==> src/rtl/ahb_bus_arbiter_if.sv <==
// ahb_bus_arbiter_if: request/lock inputs, muxed AHB control and grant outputs of the bus arbiter
interface ahb_bus_arbiter_if;
  logic hbusreq_1, hbusreq_2, hbusreq_3, hbusreq_4;
  logic hlock_1, hlock_2, hlock_3, hlock_4;
  logic [1:0] htrans;
  logic [2:0] hburst;
  logic hready;
  logic [1:0] hresp;
  logic [3:0] hsplit;
  logic hgrant_1, hgrant_2, hgrant_3, hgrant_4;
  logic [1:0] hmaster;
  logic hmastlock;
  modport master (
    output hbusreq_1, hbusreq_2, hbusreq_3, hbusreq_4,
    output hlock_1, hlock_2, hlock_3, hlock_4,
    output htrans, hburst, hready, hresp, hsplit,
    input hgrant_1, hgrant_2, hgrant_3, hgrant_4, hmaster, hmastlock
  );
  modport slave (
    input hbusreq_1, hbusreq_2, hbusreq_3, hbusreq_4,
    input hlock_1, hlock_2, hlock_3, hlock_4,
    input htrans, hburst, hready, hresp, hsplit,
    output hgrant_1, hgrant_2, hgrant_3, hgrant_4, hmaster, hmastlock
  );
endinterface

==> src/rtl/ahb_bus_arbiter.sv <==
// ahb_bus_arbiter: 4-master round-robin AHB arbiter with fixed-burst/lock hold and split masking
module ahb_bus_arbiter #(
  parameter logic [1:0] DEFAULT_MASTER = 2'd0
) (
  input logic hclk,
  input logic hreset,
  ahb_bus_arbiter_if.slave bus
);
  typedef enum logic [1:0] {ST_DEFAULT, ST_GRANTED, ST_BURST, ST_LOCKED} state_t;
  state_t state, state_nxt;
  logic [1:0] gidx, gidx_nxt, ptr, ptr_nxt, pick, mst;
  logic [3:0] req, lock, mask, mask_nxt, elig, cnt, cnt_nxt, grant, len_m1;
  logic found, rearb, split_ev, retry_ev, burst_start, incr_hold, mlock;
  assign req = {bus.hbusreq_4, bus.hbusreq_3, bus.hbusreq_2, bus.hbusreq_1};
  assign lock = {bus.hlock_4, bus.hlock_3, bus.hlock_2, bus.hlock_1};
  assign split_ev = bus.hready && bus.hresp == 2'b11;
  assign retry_ev = bus.hready && bus.hresp == 2'b10;
  // a resume strobe beats a split landing on the same master in the same cycle
  assign mask_nxt = (mask | (split_ev ? 4'b0001 << mst : 4'b0000)) & ~bus.hsplit;
  assign elig = req & ~mask_nxt;
  assign len_m1 = bus.hburst[2:1] == 2'b01 ? 4'd3 : bus.hburst[2:1] == 2'b10 ? 4'd7 : 4'd15;
  assign burst_start = bus.htrans == 2'b10 && bus.hburst[2:1] != 2'b00 && bus.hready;
  assign incr_hold = bus.hburst == 3'b001 && bus.htrans != 2'b00 && req[gidx];
  assign found = |elig;
  assign {bus.hgrant_4, bus.hgrant_3, bus.hgrant_2, bus.hgrant_1} = grant;
  assign bus.hmaster = mst;
  assign bus.hmastlock = mlock;
  // scan from farthest to nearest so the master right after ptr wins
  always_comb begin
    pick = DEFAULT_MASTER;
    for (int i = 4; i >= 1; i--)
      if (elig[ptr + 2'(i)]) pick = ptr + 2'(i);
  end
  always_comb begin
    state_nxt = state;
    gidx_nxt = gidx;
    ptr_nxt = ptr;
    cnt_nxt = cnt;
    rearb = 1'b0;
    case (state)
      ST_DEFAULT: rearb = 1'b1;
      ST_GRANTED:
        if (split_ev || !(lock[gidx] || burst_start || incr_hold)) rearb = 1'b1;
        else if (lock[gidx]) state_nxt = ST_LOCKED;
        else if (burst_start) begin
          state_nxt = ST_BURST;
          cnt_nxt = len_m1;
        end
      ST_BURST:
        if (split_ev || retry_ev || (cnt == 4'd1 && bus.hready)) rearb = 1'b1;
        else if (bus.htrans == 2'b11 && bus.hready) cnt_nxt = cnt - 4'd1;
      ST_LOCKED:
        if (split_ev) rearb = 1'b1;
        else if (!lock[gidx] && bus.hready && !bus.htrans[0]) state_nxt = ST_GRANTED;
    endcase
    if (rearb) begin
      gidx_nxt = found ? pick : DEFAULT_MASTER;
      ptr_nxt = found ? pick : ptr;
      state_nxt = found ? ST_GRANTED : ST_DEFAULT;
      cnt_nxt = 4'd0;
    end
  end
  always_ff @(posedge hclk or posedge hreset)
    if (hreset) begin
      state <= ST_DEFAULT;
      gidx <= DEFAULT_MASTER;
      grant <= 4'b0001 << DEFAULT_MASTER;
      ptr <= DEFAULT_MASTER;
      mask <= 4'b0000;
      cnt <= 4'd0;
      mst <= DEFAULT_MASTER;
      mlock <= 1'b0;
    end else begin
      state <= state_nxt;
      gidx <= gidx_nxt;
      grant <= 4'b0001 << gidx_nxt;
      ptr <= ptr_nxt;
      mask <= mask_nxt;
      cnt <= cnt_nxt;
      if (bus.hready) begin
        mst <= gidx;
        mlock <= lock[gidx];
      end
    end
endmodule

==> src/flat_wrapper.sv <==
// flat-port wrapper written by rule: the top's interface ports become plain ports
module ahb_bus_arbiter_flat 
#(
  parameter logic [1:0] DEFAULT_MASTER = 2'd0
)
  (hclk, hreset, bus_hbusreq_1, bus_hbusreq_2, bus_hbusreq_3, bus_hbusreq_4, bus_hlock_1, bus_hlock_2, bus_hlock_3, bus_hlock_4, bus_htrans, bus_hburst, bus_hready, bus_hresp, bus_hsplit, bus_hgrant_1, bus_hgrant_2, bus_hgrant_3, bus_hgrant_4, bus_hmaster, bus_hmastlock);
  ahb_bus_arbiter_if bus_i ();
  input logic hclk;
  input logic hreset;
  input wire logic [$bits(bus_i.hbusreq_1)-1:0] bus_hbusreq_1;
  input wire logic [$bits(bus_i.hbusreq_2)-1:0] bus_hbusreq_2;
  input wire logic [$bits(bus_i.hbusreq_3)-1:0] bus_hbusreq_3;
  input wire logic [$bits(bus_i.hbusreq_4)-1:0] bus_hbusreq_4;
  input wire logic [$bits(bus_i.hlock_1)-1:0] bus_hlock_1;
  input wire logic [$bits(bus_i.hlock_2)-1:0] bus_hlock_2;
  input wire logic [$bits(bus_i.hlock_3)-1:0] bus_hlock_3;
  input wire logic [$bits(bus_i.hlock_4)-1:0] bus_hlock_4;
  input wire logic [$bits(bus_i.htrans)-1:0] bus_htrans;
  input wire logic [$bits(bus_i.hburst)-1:0] bus_hburst;
  input wire logic [$bits(bus_i.hready)-1:0] bus_hready;
  input wire logic [$bits(bus_i.hresp)-1:0] bus_hresp;
  input wire logic [$bits(bus_i.hsplit)-1:0] bus_hsplit;
  output wire logic [$bits(bus_i.hgrant_1)-1:0] bus_hgrant_1;
  output wire logic [$bits(bus_i.hgrant_2)-1:0] bus_hgrant_2;
  output wire logic [$bits(bus_i.hgrant_3)-1:0] bus_hgrant_3;
  output wire logic [$bits(bus_i.hgrant_4)-1:0] bus_hgrant_4;
  output wire logic [$bits(bus_i.hmaster)-1:0] bus_hmaster;
  output wire logic [$bits(bus_i.hmastlock)-1:0] bus_hmastlock;
  assign bus_i.hbusreq_1 = bus_hbusreq_1;
  assign bus_i.hbusreq_2 = bus_hbusreq_2;
  assign bus_i.hbusreq_3 = bus_hbusreq_3;
  assign bus_i.hbusreq_4 = bus_hbusreq_4;
  assign bus_i.hlock_1 = bus_hlock_1;
  assign bus_i.hlock_2 = bus_hlock_2;
  assign bus_i.hlock_3 = bus_hlock_3;
  assign bus_i.hlock_4 = bus_hlock_4;
  assign bus_i.htrans = bus_htrans;
  assign bus_i.hburst = bus_hburst;
  assign bus_i.hready = bus_hready;
  assign bus_i.hresp = bus_hresp;
  assign bus_i.hsplit = bus_hsplit;
  assign bus_hgrant_1 = bus_i.hgrant_1;
  assign bus_hgrant_2 = bus_i.hgrant_2;
  assign bus_hgrant_3 = bus_i.hgrant_3;
  assign bus_hgrant_4 = bus_i.hgrant_4;
  assign bus_hmaster = bus_i.hmaster;
  assign bus_hmastlock = bus_i.hmastlock;
  ahb_bus_arbiter #(.DEFAULT_MASTER(DEFAULT_MASTER)) u_core (.hclk(hclk), .hreset(hreset), .bus(bus_i));
endmodule
==> config.mk <==
export PLATFORM = sky130hd
export DESIGN_NAME = ahb_bus_arbiter_flat
export DESIGN_NICKNAME = d
export VERILOG_FILES = /design/src/rtl/ahb_bus_arbiter_if.sv /design/src/rtl/ahb_bus_arbiter.sv /design/src/flat_wrapper.sv
export SDC_FILE = /design/constraint.sdc
export NUM_CORES = 1
export LEC_CHECK = 0
export ABC_AREA = 0
export BUFFER_PORTS_ARGS = -buffer_cell sky130_fd_sc_hd__buf_2
export CELL_PAD_IN_SITES_DETAIL_PLACEMENT = 1
export CELL_PAD_IN_SITES_GLOBAL_PLACEMENT = 1
export CORE_MARGIN = 2
export CORE_UTILIZATION = 25
export DETAILED_ROUTE_END_ITERATION = 6
export PLACE_DENSITY = 0.62
export SYNTH_ARGS = -nofsm -noshare
export SYNTH_HDL_FRONTEND = slang
export SYNTH_SLANG_ARGS = --single-unit
==> constraint.sdc <==
create_clock -name hclk -period 4.55 [get_ports hclk]
set_input_delay 0.455 -clock hclk [delete_from_list [all_inputs] [get_ports hclk]]
set_output_delay 0.455 -clock hclk [all_outputs]
set_load 0.05 [all_outputs]
# == After elaboration in Yosys (flattened, before gate mapping) ==
# Index checks and enable logic that the tools add are counted.
# word_totals
ff_bits,21
output_inout_bits,7
# op_classes
add_sub_neg,4
magnitude_cmp,5
eq_ne,19
n_shift,2
n_mux,40
bitwise_logic,5
reduce_logical,27
# op_table
op,count
4-bit 2-to-1 mux,9
2-bit 2-to-1 mux,12
"2-bit by 3-bit less-than comparator with 1-bit output, second input constant",5
"2-bit equality test, second input constant",7
1-bit binary-select mux with 2-bit select,6
"3-bit by 2-bit inequality test with 1-bit output, second input constant",4
1-bit logical AND,10
1-bit 2-to-1 mux,10
"3-bit by 1-bit inequality test with 1-bit output, second input constant",3
4-bit bitwise AND,2
4-bit inverter,2
4-bit case mux with 2 select lines,1
"1-bit by 2-bit left shift with 4-bit output, first input constant",2
6-bit AND reduction,1
3-bit nonzero test,2
1-bit logical OR,5
5-bit AND reduction,1
"2-bit adder, second input constant",2
"2-bit by 1-bit equality test with 1-bit output, second input constant",2
"4-bit by 1-bit equality test with 1-bit output, second input constant",1
"4-bit by 1-bit inequality test with 1-bit output, second input constant",1
4-bit OR,1
1-bit case mux with 4 select lines,1
2-bit case mux with 2 select lines,1
other kinds (8),11

# == Depth between registers and ports, before layout ==
# Gate-level depths: netlist of run 1.
# logic_depth
word_depth,16
ltp_mapped,8

# == Least setup slack after synthesis of run 1 ==
# OpenSTA, ideal clock, no wires.
# synth_timing
path_kind,reg-to-reg
from,register u_core.mst[0] (netlist: u_core.bus.hmaster[0])
to,register u_core.ptr[0]
t_arrival_ns,2.118
required_time_ns,4.454
path_slack_ns,2.336
path_stages_with_launch,7
path_buffers,0
period_less_slack_ns,2.214
path_cell_list,dfrtp_1 > inv_1 > o311ai_2 > nand2_1 > o31ai_4 > a2111oi_4 > nor4_2
# synth_via
elab_chain_cells,12
word_cells_on_any_way,20
cone_classes,shift (1); mux (13); bitwise (4); reduce/logical (2)
# synth_lines
element,line_no,text
"start, declared",ahb_bus_arbiter.sv:11,"logic [1:0] gidx, gidx_nxt, ptr, ptr_nxt, pick, mst;"
"start signal, assigned",ahb_bus_arbiter.sv:81,mst <= gidx;
1-bit by 2-bit left shift with 4-bit output *,ahb_bus_arbiter.sv:19,assign mask_nxt = (mask | (split_ev ? 4'b0001 << mst : 4'b0000)) & ~bus.hsplit;
4-bit 2-to-1 mux *,ahb_bus_arbiter.sv:19,
4-bit OR *,ahb_bus_arbiter.sv:19,
4-bit bitwise AND *,ahb_bus_arbiter.sv:19,
4-bit inverter *,ahb_bus_arbiter.sv:20,assign elig = req & ~mask_nxt;
4-bit bitwise AND *,ahb_bus_arbiter.sv:20,
1-bit binary-select mux with 2-bit select,ahb_bus_arbiter.sv:32,if (elig[ptr + 2'(i)]) pick = ptr + 2'(i);
1-bit 2-to-1 mux (implied by the code),ahb_bus_arbiter.sv:32,
2-bit 2-to-1 mux (4 in series),ahb_bus_arbiter.sv:32,
"end signal, assigned",ahb_bus_arbiter.sv:77,ptr <= ptr_nxt;
"end, declared",ahb_bus_arbiter.sv:11,
# Every way passes the cells marked *; elsewhere a longest branch is shown, timed or not. The select of a mux whose other input is x is not followed.
# A chain may end at the register's enable or synchronous reset.

# == Final worst setup path of run 1 ==
# layout_timing
from,register u_core.gidx[0]
to,register u_core.ptr[0]
# layout_via
elab_chain_cells,9
word_cells_on_any_way,12
cone_classes,mux (6); reduce/logical (6)
# layout_lines
element,line_no,text
"start, declared",ahb_bus_arbiter.sv:11,
"start signal, assigned",ahb_bus_arbiter.sv:75,gidx <= gidx_nxt;
"1-bit binary-select mux with 2-bit select, on equally long branches","ahb_bus_arbiter.sv:43, ahb_bus_arbiter.sv:23",
"1-bit 2-to-1 mux, on equally long branches","ahb_bus_arbiter.sv:43, ahb_bus_arbiter.sv:23",
1-bit logical OR or 1-bit logical AND (tied branches),"ahb_bus_arbiter.sv:43, ahb_bus_arbiter.sv:23",
1-bit logical OR *,ahb_bus_arbiter.sv:43,if (split_ev || !(lock[gidx] || burst_start || incr_hold)) rearb = 1'b1;
1-bit logical NOT *,ahb_bus_arbiter.sv:43,
1-bit logical OR *,ahb_bus_arbiter.sv:43,
1-bit 2-to-1 mux *,ahb_bus_arbiter.sv:43,
1-bit case mux with 4 select lines *,ahb_bus_arbiter.sv:40,case (state)
2-bit AND reduction (no line) *,n/a,
# Marks and branches as above.

==> results of run 1 <==
power breakdown:
part / leakage (nW) / switching, mW / internal, mW
clock network: 0.0255 / 0.0688 / 0.0612
logic: 0.459 / 0.347 / 0.202
registers: 0.268 / 0.0848 / 0.257
total: 0.752 / 0.500 / 0.520
layout make-up:
type                            count  area (um2)
Clock buffer                        3       41.29
Clock inverter                      1       5.005
Sequential cell                    21       526.8
Tap cell                           72       90.09
Multi-Input combinational cell    116       850.8
Inverter                           14       52.55
Fill cell                         669        3867
Timing Repair Buffer               28       140.1
cell families (layout without fill, tap and decap cells):
group / count (synthesis) / count (layout) / share of synthesized area [%]
multiplexers: 4 / 4 / 4.635
AO/OA/AOI/OAI: 46 / 46 / 25.24
AND/OR/NAND/NOR: 58 / 58 / 21.63
buffers and inverters: 19 / 46 / 5.492
adder cells (fa/ha/maj): 8 / 8 / 6.867
flip-flops: 21 / 21 / 36.14
worst max-delay path, cell delays in order, from the launching register on:
cell and delay, ps:
dfrtp_1 520, mux4_2 620, nor3b_2 240, a211o_2 320
o31ai_4 180, a2111oi_4 350, nor4_2 80
sequential cells by signal (all words and copies together), names as in the netlist:
register and cells:
u_core.bus.hmaster 2, u_core.bus.hmastlock 1, u_core.cnt 4, u_core.gidx 2, u_core.grant 4, u_core.mask 4, u_core.ptr 2, u_core.state 2
path summary, 6_finish.rpt:
check,from,end,slack [ps],cells after the start
max in group asynchronous,hreset,u_core.gidx[1],3690,2
worst max register to register,u_core.gidx[0],u_core.ptr[0],2110,6
worst min register to register,u_core.mask[1],u_core.mask[1],500,2
min in group hclk,bus_hsplit[3],u_core.mask[3],350,2
worst min-delay path,hreset,u_core.bus.hmastlock,350,2
worst max-delay path,u_core.gidx[0],u_core.ptr[0],2110,6
synth_stat cells, types with 2 or more instances:
library cell	number	area, um2
o21ai_0	8	40.04
dfrtp_1	20	500.5
nor2b_1	2	12.51
nor4_1	2	12.51
nand4_1	3	18.77
nor3_1	2	10.01
inv_1	14	52.55
o2111ai_1	2	17.52
nand2_1	11	41.29
ha_1	8	100.1
mux4_2	2	45.04
nand3_1	4	20.02
mux2_2	2	22.52
nand2b_1	9	56.30
nor3b_1	4	30.03
o311a_1	2	20.02
a211oi_1	5	37.54
a21oi_1	8	40.04
buf_4	2	15.01
o31ai_1	3	22.52
o22ai_1	2	12.51
a21o_1	2	15.01
nor2_1	16	60.06
stage by stage:
stage	util, %	area [um2]
after floorplan	-	1458
after global placement	29.79	1660
after detailed placement	29.79	1660
after CTS	30.62	1707
after global routing	30.62	1707
final	30.62	1707
layer usage:
layer | vias to the layer above | track usage (%) | share of wire [%]
li1 | 625 | - | -
met1 | 612 | 17.16 | 49
met2 | 17 | 21.67 | 48
met3 | 2 | 1.348 | 2.0
met4 | 0 | 3.559 | 0.66
met5 | - | 0 | 0
==> metrics.md, run 1 <==
| Metric | Value |
|---|---|
| Run status | `complete, no violations` |
| Critical Path End Type | `register` |
| CTS Buf Count | `3` |
| Critical path class | `register to register` |
| Area delta synth->final | `17.08%` |
| Die height | `roughly 80 um` |
| Worst vdd ir | `approximately 0.18 mV` |
| Unrepaired setup endpoints after global routing | `no` |
| Crit path time final | `2444 ps` |
| Mean Syn Cell Area | `9.344 um2` |
| Synth async-reset ratio | `between 90% and 100%` |
| Crit start category | `register` |
| Starting Density | `26.15%` |
| Post-Syn Area | `approximately 0.0015 mm2` |
| Slew @ Worst Pin | `838.9 ps` |
| Clk_skew | `approximately 5.0 ps` |
| H-Tree Depth | `1` |
| PD cells | `roughly 600 mW/mm2` |
| Ys flop type | `dfrtp_1` |
| Clock transition at path regs | `approximately 90 ps` |
| Crit-path max FO | `12` |
| DP HPWL | `between 2000 and 3000 um` |
| # DRC | `0` |
| Commonest non-fill, non-tap cell in the layout | `buf_2` |
| Cell variety after synth | `46` |
| Total GRT Usage | `12.77%` |
| Post-route clock period utilization | `between 50% and 60%` |
| Hold Crit Class | `primary input to asynchronous set/reset pin` |
| Worst hold slack | `347.5 ps` |
| Drt initial violations | `between 50 and 60` |
| Clock Sinks | `21` |
| First-pass GRT wire length | `~6500 um` |
| Final wirelength | `roughly 3800 um` |
| Initial antenna violation count | `0` |
| Non-Filler Instances | `around 260` |
| Syn_nets | `186` |
| Register area share after synthesis | `36.14%` |
| Slew headroom | `around 44%` |
| Vias in the first global route | `~1300` |
| Die footprint | `0.006458 mm2` |
| Tot Pwr | `around 1.0 mW` |
| Slew Viols, Final | `0` |
| Routed Antenna Nets | `0` |
| CTS tree | `yes` |
| Post-CTS Resized | `0` |
| Core area | `around 0.0056 mm2` |
| Leak Pwr | `between 0.7 and 0.8 nW` |
| Worst skew pair latency | `roughly 270 ps` |
| Via count | `approximately 1300` |
| Final TNS setup | `0 ps` |
| Via/cell ratio | `~5` |
| Row count | `27` |
| Count of input and output buffers | `28` |
| Final nets | `about 210` |
| Place WS | `approximately 2100 ps` |
| Post-synth EDFFs | `0` |
| DRT Pass-1 Iters | `4` |
| DR WL/cell | `14.75 um` |
| Post-CTS setup buffers | `0` |
| Setup Viol. Count Final | `0` |
| Max_cap viols | `0` |
| Hold_buf cts | `0` |
| # IOs | `29` |
| Most frequent cells in the layout | `buf_2, dfrtp_1, nor2_1` |
| Synth Instances | `approximately 160` |
| Grt ovf | `0` |
| Chip width | `around 80 um` |
| CP arrival | `~2600 ps` |
| Largest net degree at the start of global routing | `22` |
| Clk buf depth | `2` |
| FF+latch count, synth | `21` |
| Root Driver | `clkbuf_8` |
| Synth Warn # | `0` |
| Layout cell share with drive strength beyond 1 | `roughly a quarter` |
| Data required, critical path | `4700 ps` |
| Placed insts | `approximately 250` |
| GPL Wtd Cong | `0.7764` |
| Setup ws final | `2106 ps` |
| Antenna Cells | `0` |
| Hold Vio Cnt, Final | `0` |
| Achievable Freq | `around 400 MHz` |
(Power assumes the default switching activity.)
==> inputs of run 2 (changes only) <==
- ABC_AREA: 0 -> 1
- PLACE_DENSITY: 0.62 -> 0.67
- clock period: 4.55 -> 1.95 ns (I/O delays scaled with it)
==> run 2 against run 1 <==
Wire length rose by 5.1%. Critical path depth grew 11. Clock skew grew 6.6 ps. Hold slack worse by 140 ps.
==> metrics.md, run 2 <==
| Metric | Value |
|---|---|
| # IOs | `29 (unchanged)` |
| Most common cell on crit path | `nand2_4` |
| Count of input and output buffers | `28 (unchanged)` |
| Synth top area share | `34.69% (+0.36 points)` |
| # DRC | `0 (unchanged)` |
| Worst skew pair latency | `270 ps (about the same)` |
| Core area | `0.005540 mm2 (-0.61%)` |
| PD cells | `1696 mW/mm2 (+180%)` |
| Biggest regs | `u_core.cnt: 4 flops, u_core.grant: 4 flops, u_core.mask: 4 flops` |
| Worst Hold End | `u_core.mask[1]` |
| Achievable Freq | `550.8 MHz (+35%)` |
| Post-route clock period utilization | `93.11% (+39 points)` |
| Synth Instances | `199 (+28%)` |
| Crit path cell chain | `inv_2, buf_4, buf_4, nand2_1, nand3_1, o2111ai_1, nand2_1, nand2_1, nand2_2, nand2_4, nand2_4, inv_4, nand2_2, clkinv_2, nand2_4, nand2_4, nor2_2` |
| FF-to-FF setup slack | `130 ps (-1970 ps)` |
| Slew headroom | `73.63% (+30 points)` |
| Hold Crit Class | `primary input to register` |
| Starting Density | `26.04% (-0.11 points)` |
| Clock transition at path regs | `80 ps (about the same)` |
| Clk buf depth | `2 (unchanged)` |
| Final nets | `271 (+27%)` |
| Main area contributors after synthesis | `dfrtp_1, nand2_1, inv_1` |
| Hold Path Depth | `4` |
| Slew @ Worst Pin | `391.3 ps (-447.5 ps)` |
| Critical Path End Type | `register` |
| Vias in the first global route | `1389 (+4.2%)` |
| Worst vdd ir | `0.7448 mV (+320%)` |
| Drt initial violations | `37 (-31%)` |
| CTS tree | `yes` |
| Routed Antenna Nets | `0 (unchanged)` |
| Die height | `79.97 um (-0.49%)` |
| Via count | `1380 (+9.9%)` |
| DP HPWL | `2989 um (+2.0%)` |
| Post-synth top area cell | `dfrtp_1` |
| Critical path class | `register to register` |
| Ys flop type | `dfrtp_1` |
| Top-count cell post-synth | `nand2_1` |
| Worst reg-to-reg path cell count | `17 (+11)` |
| Max stage delay on crit path | `450 ps (-170 ps)` |
| Min-delay src | `bus_hsplit[1]` |
| Mean Syn Cell Area | `7.249 um2 (-22%)` |
| Layout cell share with drive strength beyond 1 | `28.33% (+3.7 points)` |
| Cell variety after synth | `28 (-39%)` |
| Grt ovf | `0 (unchanged)` |
| Clk_skew | `11.59 ps (+6.620 ps)` |
| Fillers | `725 (+8.4%)` |
| Chip width | `79.97 um (-0.49%)` |
| Core Util, Final | `32.88% (+2.3 points)` |
| Worst reg2reg endpoint | `u_core.grant[0]` |
| Crit start category | `register` |
| Final wirelength | `3955 um (+5.1%)` |
| Root Driver | `clkbuf_8` |
| Slew Viols, Final | `0 (unchanged)` |
| Die footprint | `0.006394 mm2 (-0.98%)` |
| Via/cell ratio | `4.423 (-10%)` |
| CP arrival | `2020 ps (-570 ps)` |
| RR Startpoint | `u_core.gidx[0]` |
| Most frequent cells in the layout | `nand2_1, inv_1, buf_2` |
| Commonest non-fill, non-tap cell in the layout | `nand2_1` |
| Run status | `complete, no violations` |
| Post-Syn Area | `0.001443 mm2 (-1.0%)` |
| First-pass GRT wire length | `6237 um (-3.4%)` |
| Initial antenna violation count | `0 (unchanged)` |
| DR WL/cell | `12.68 um (-14%)` |
| Syn_nets | `229 (+23%)` |
| Area delta synth->final | `26.28%` |
| Register area share after synthesis | `36.51% (+0.38 points)` |
| Synth Warn # | `0 (unchanged)` |
| Place WS | `56.54 ps (-2053 ps)` |
| Data required, critical path | `2150 ps (-2550 ps)` |
| Crit-path max FO | `5 (-7)` |
| Largest net degree at the start of global routing | `22 (unchanged)` |
| Clock Sinks | `21 (unchanged)` |
| Hold Vio Cnt, Final | `0 (unchanged)` |
| GPL Wtd Cong | `0.7885 (+1.6%)` |
| Post-synth EDFFs | `0 (unchanged)` |
| Synth async-reset ratio | `100.0% (unchanged)` |
| DRT Pass-1 Iters | `4 (unchanged)` |
| CTS Buf Count | `3 (unchanged)` |
| Setup ws final | `134.4 ps (-1972 ps)` |
| Setup Viol. Count Final | `0 (unchanged)` |
| FF+latch count, synth | `21 (unchanged)` |
| Crit path time final | `1816 ps (-628.3 ps)` |
| H-Tree Depth | `1 (unchanged)` |
| Antenna Cells | `0 (unchanged)` |
| Total GRT Usage | `12.40% (-0.38 points)` |
| Max_cap viols | `0 (unchanged)` |
| Row count | `27 (unchanged)` |
| Leak Pwr | `1.000 nW (+33%)` |
| Leading cell types by count after synthesis | `nand2_1, inv_1, dfrtp_1, nand3_1, nor2_1` |
| Crit path max-delay cell type | `dfrtp_2` |
==> run 2: power breakdown <==
part | switching (mW) | leakage, nW | internal [mW]
sequential | 0.135 | 0.265 | 0.617
clock | 0.145 | 0.0228 | 0.146
combinational | 1.34 | 0.713 | 0.705
==> run 2: worst max-delay path by stage <==
stage,start,to,depth (start not counted)
2_1_floorplan,u_core.bus.hmaster[1],u_core.grant[0],16
3_3_place_gp,u_core.gidx[0],u_core.grant[0],17
3_5_place_dp,u_core.gidx[0],u_core.grant[0],17
4_1_cts,u_core.gidx[0],u_core.grant[0],17
5_1_grt,u_core.gidx[0],u_core.grant[0],17
6_report,u_core.gidx[0],u_core.grant[0],17
==> run 2: routing by layer <==
layer | part of all wire [%] | vias to the layer above | GRT usage [%]
li1 | - | 707 | -
met4 | 1.3 | 0 | 4.068
met2 | 49 | 25 | 21.00
met5 | 0 | - | 0
met1 | 47 | 644 | 16.03
met3 | 3.4 | 4 | 1.923
==> run 2: final cells by class <==
type	instances	area (um2)	share of cell area (%)
sequential	21	529.3	29.05
clock buffer	4	45.04	2.473
timing repair buffer	39	225.2	12.36
multi-input combinational	138	785.8	43.13
tap	72	90.09	4.945
inverter	38	146.4	8.036
==> run 2: kinds of logic (layout without fill, tap and decap cells) <==
group	after synthesis	after routing	share of synthesized area (%)
buffers and inverters	40	81	11.36
adders and majority gates	8	8	6.939
xor gates and xnor gates	1	1	0.6072
DFF	21	21	36.51
AOI/OAI and AO/OA	30	30	13.01
and+or+nand+nor	99	99	31.57
==> run 2: per-stage QoR <==
stage / hold WS (ps) / setup TNS [ps] / std cells / area (um2) / total power [mW]
after floorplan: 170.8 / 0 / 199 / 1443 / 2.160
after global placement: 244.0 / 0 / 300 / 1677 / 2.529
after detailed placement: 251.0 / 0 / 300 / 1677 / 2.546
after CTS: 202.3 / 0 / 305 / 1732 / 2.869
after global routing: 232.7 / -47.92 / 312 / 1822 / 3.372
final: 206.5 / 0 / 312 / 1822 / 3.089
==> run 2: timing repair <==
| action | in CTS | in global routing |
|---|---|---|
| buffers inserted | 0 | 7 |
| setup endpoints to repair | 0 | 14 |
| gates resized for setup | 0 | 15 |
| hold buffers | 1 | 0 |
| endpoints found under the hold margin | 20 | 0 |
==> run 2: worst max-delay path, delay by kind of cell (launching register included) <==
kind / cells / cell delay, ps
AOI/OAI and AO/OA: 1 / 100
buffers and inverters: 5 / 390
DFF: 1 / 450
and+or+nand+nor: 11 / 830
==> inputs of run 3 (changes only) <==
- MAX_ROUTING_LAYER: unset -> met4
==> run 3 against run 2 <==
Clock power barely moved. Critical path depth did not move. Clock-buffer cell count did not move. Fmax barely moved. Sequential share of layout area did not move. Combinational power barely moved. Critical path type unchanged. Highest routed layer unchanged.
==> metrics.md, run 3 (synthesis gave the netlist of run 2 again) <==
| Metric | Value |
|---|---|
| Run status | `complete, no violations` |
| DR WL/cell | `12.75 um (+0.58%)` |
| Data required, critical path | `2150 ps (about the same)` |
| Core area | `0.005540 mm2 (unchanged)` |
| Final nets | `271 (unchanged)` |
| Root Driver | `clkbuf_8` |
| Crit start category | `register` |
| Worst hold slack | `205.5 ps (-1.015 ps)` |
| Place WS | `56.54 ps (unchanged)` |
| GPL Wtd Cong | `0.7996 (+1.4%)` |
| Largest net degree at the start of global routing | `22 (unchanged)` |
| PD cells | `1698 mW/mm2 (+0.13%)` |
| Achievable Freq | `551.1 MHz (about the same)` |
| WL met2 | `1926 um (+0.10%)` |
| M1 WL | `1877 um (+1.8%)` |
| Leak Pwr | `1.000 nW (unchanged)` |
| Die footprint | `0.006394 mm2 (unchanged)` |
| Chip width | `79.97 um (unchanged)` |
| Biggest regs | `u_core.cnt: 4 flops, u_core.grant: 4 flops, u_core.mask: 4 flops` |
| DP HPWL | `2989 um (unchanged)` |
| Layout cell share with drive strength beyond 1 | `28.33% (unchanged)` |
| H-Tree Depth | `1 (unchanged)` |
| Slew headroom | `73.81% (+0.17 points)` |
| Highest metal used | `met4` |
| Slew Viols, Final | `0 (unchanged)` |
| Area delta synth->final | `26.28% (unchanged)` |
| Commonest non-fill, non-tap cell in the layout | `nand2_1` |
| DRT Pass-1 Iters | `4 (unchanged)` |
| Count of input and output buffers | `28 (unchanged)` |
| CTS Buf Count | `3 (unchanged)` |
| Core Util, Final | `32.88% (unchanged)` |
| Clock transition at path regs | `80 ps (about the same)` |
| Crit-path max FO | `5 (unchanged)` |
| Routed Antenna Nets | `0 (unchanged)` |
| Via count | `1382 (+0.14%)` |
| Worst skew pair latency | `270 ps (about the same)` |
| Total GRT Usage | `12.73% (+0.33 points)` |
| Initial antenna violation count | `0 (unchanged)` |
| Starting Density | `26.04% (unchanged)` |
| First-pass GRT wire length | `6237 um (unchanged)` |
| Register Area | `529.3 um2 (unchanged)` |
| Critical Path End Type | `register` |
| WL met3 | `122 um (-9.6%)` |
| CTS tree | `yes` |
| Crit path time final | `1815 ps (-0.8990 ps)` |
| Non-Filler Instances | `312 (unchanged)` |
| Die height | `79.97 um (unchanged)` |
| Via/cell ratio | `4.429 (+0.14%)` |
| Setup Viol. Count Final | `0 (unchanged)` |
| Clock Sinks | `21 (unchanged)` |
| Setup ws final | `135.3 ps (+0.8990 ps)` |
| Most frequent cells in the layout | `nand2_1, inv_1, buf_2` |
| Row count | `27 (unchanged)` |
| Placed insts | `300 (unchanged)` |
| Max_cap viols | `0 (unchanged)` |
| Drt initial violations | `43 (+16%)` |
| Final wirelength | `3978 um (+0.58%)` |
| Multi-input logic area | `785.8 um2 (unchanged)` |
| # IOs | `29 (unchanged)` |
| Antenna Cells | `0 (unchanged)` |
| Hold Crit Class | `primary input to register` |
| Worst vdd ir | `0.7463 mV (+0.20%)` |
| Grt ovf | `0 (unchanged)` |
| Critical path class | `register to register` |
| CP arrival | `2020 ps (about the same)` |
| Clk_skew | `10.83 ps (-0.7678 ps)` |
| Post-route clock period utilization | `93.06% (about the same)` |
| Fillers | `725 (unchanged)` |
| Hold Vio Cnt, Final | `0 (unchanged)` |
| Clk buf depth | `2 (unchanged)` |
| Vias in the first global route | `1391 (+0.14%)` |
| Slew @ Worst Pin | `388.8 ps (-2.538 ps)` |
| # DRC | `0 (unchanged)` |
[run 3: repair_timing]
| item | 4_1_cts | 5_1_grt |
|---|---|---|
| resized for setup | 0 | 15 |
| hold buffers | 1 | 0 |
| endpoints found under the hold margin | 20 | 0 |
| setup buffers | 0 | 7 |
| endpoints found under the setup margin | 0 | 14 |
[run 3: power breakdown]
group / total [mW] / leakage (nW) / switching [mW] / internal (mW)
registers: 0.753 / 0.265 / 0.135 / 0.617
clock network: 0.293 / 0.0228 / 0.147 / 0.146
logic: 2.05 / 0.713 / 1.34 / 0.705
[run 3: layout make-up]
cell class,instances,share of cell area [%]
flip-flops and latches,21,29.05
multi-input cells,138,43.13
inverters,38,8.036
well taps,72,4.945
repair buffers,39,12.36
clock buffers,4,2.473
[run 3: path summary, 6_finish.rpt]
check / slack, ps / startpoint / endpoint / cells after the start
setup / recovery: 140 / u_core.gidx[0] / u_core.grant[0] / 17
hold / removal: 210 / bus_hsplit[1] / u_core.mask[1] / 4
setup reg to reg: 140 / u_core.gidx[0] / u_core.grant[0] / 17
hold reg to reg: 520 / u_core.bus.hmastlock / u_core.bus.hmastlock / 2
max in group asynchronous: 1180 / hreset / u_core.grant[0] / 4
min in group asynchronous: 490 / hreset / u_core.grant[3] / 4
[run 3: routing by layer]
layer	up-vias	global-route usage, %
li1	707	-
met1	646	16.31
met2	25	21.00
met3	4	1.471
met4	0	4.068
met5	-	-
[run 3: through the flow]
stage               power (mW)  setup TNS, ps  area [um2]
CTS                      2.869              0        1732
global placement         2.529              0        1677
finish                   3.093              0        1822
global route             3.371         -47.84        1822
floorplan                2.160              0        1443
detailed placement       2.546              0        1677
[run 3: worst max-delay path, stage by stage, from the launching register on]
cell and delay (ps):
dfrtp_2 450, inv_2 80, buf_4 110, buf_4 90, nand2_1 40, nand3_1 80, o2111ai_1 100, nand2_1 80
nand2_1 60, nand2_2 90, nand2_4 70, nand2_4 100, inv_4 40, nand2_2 60, clkinv_2 60, nand2_4 80
nand2_4 70, nor2_2 100
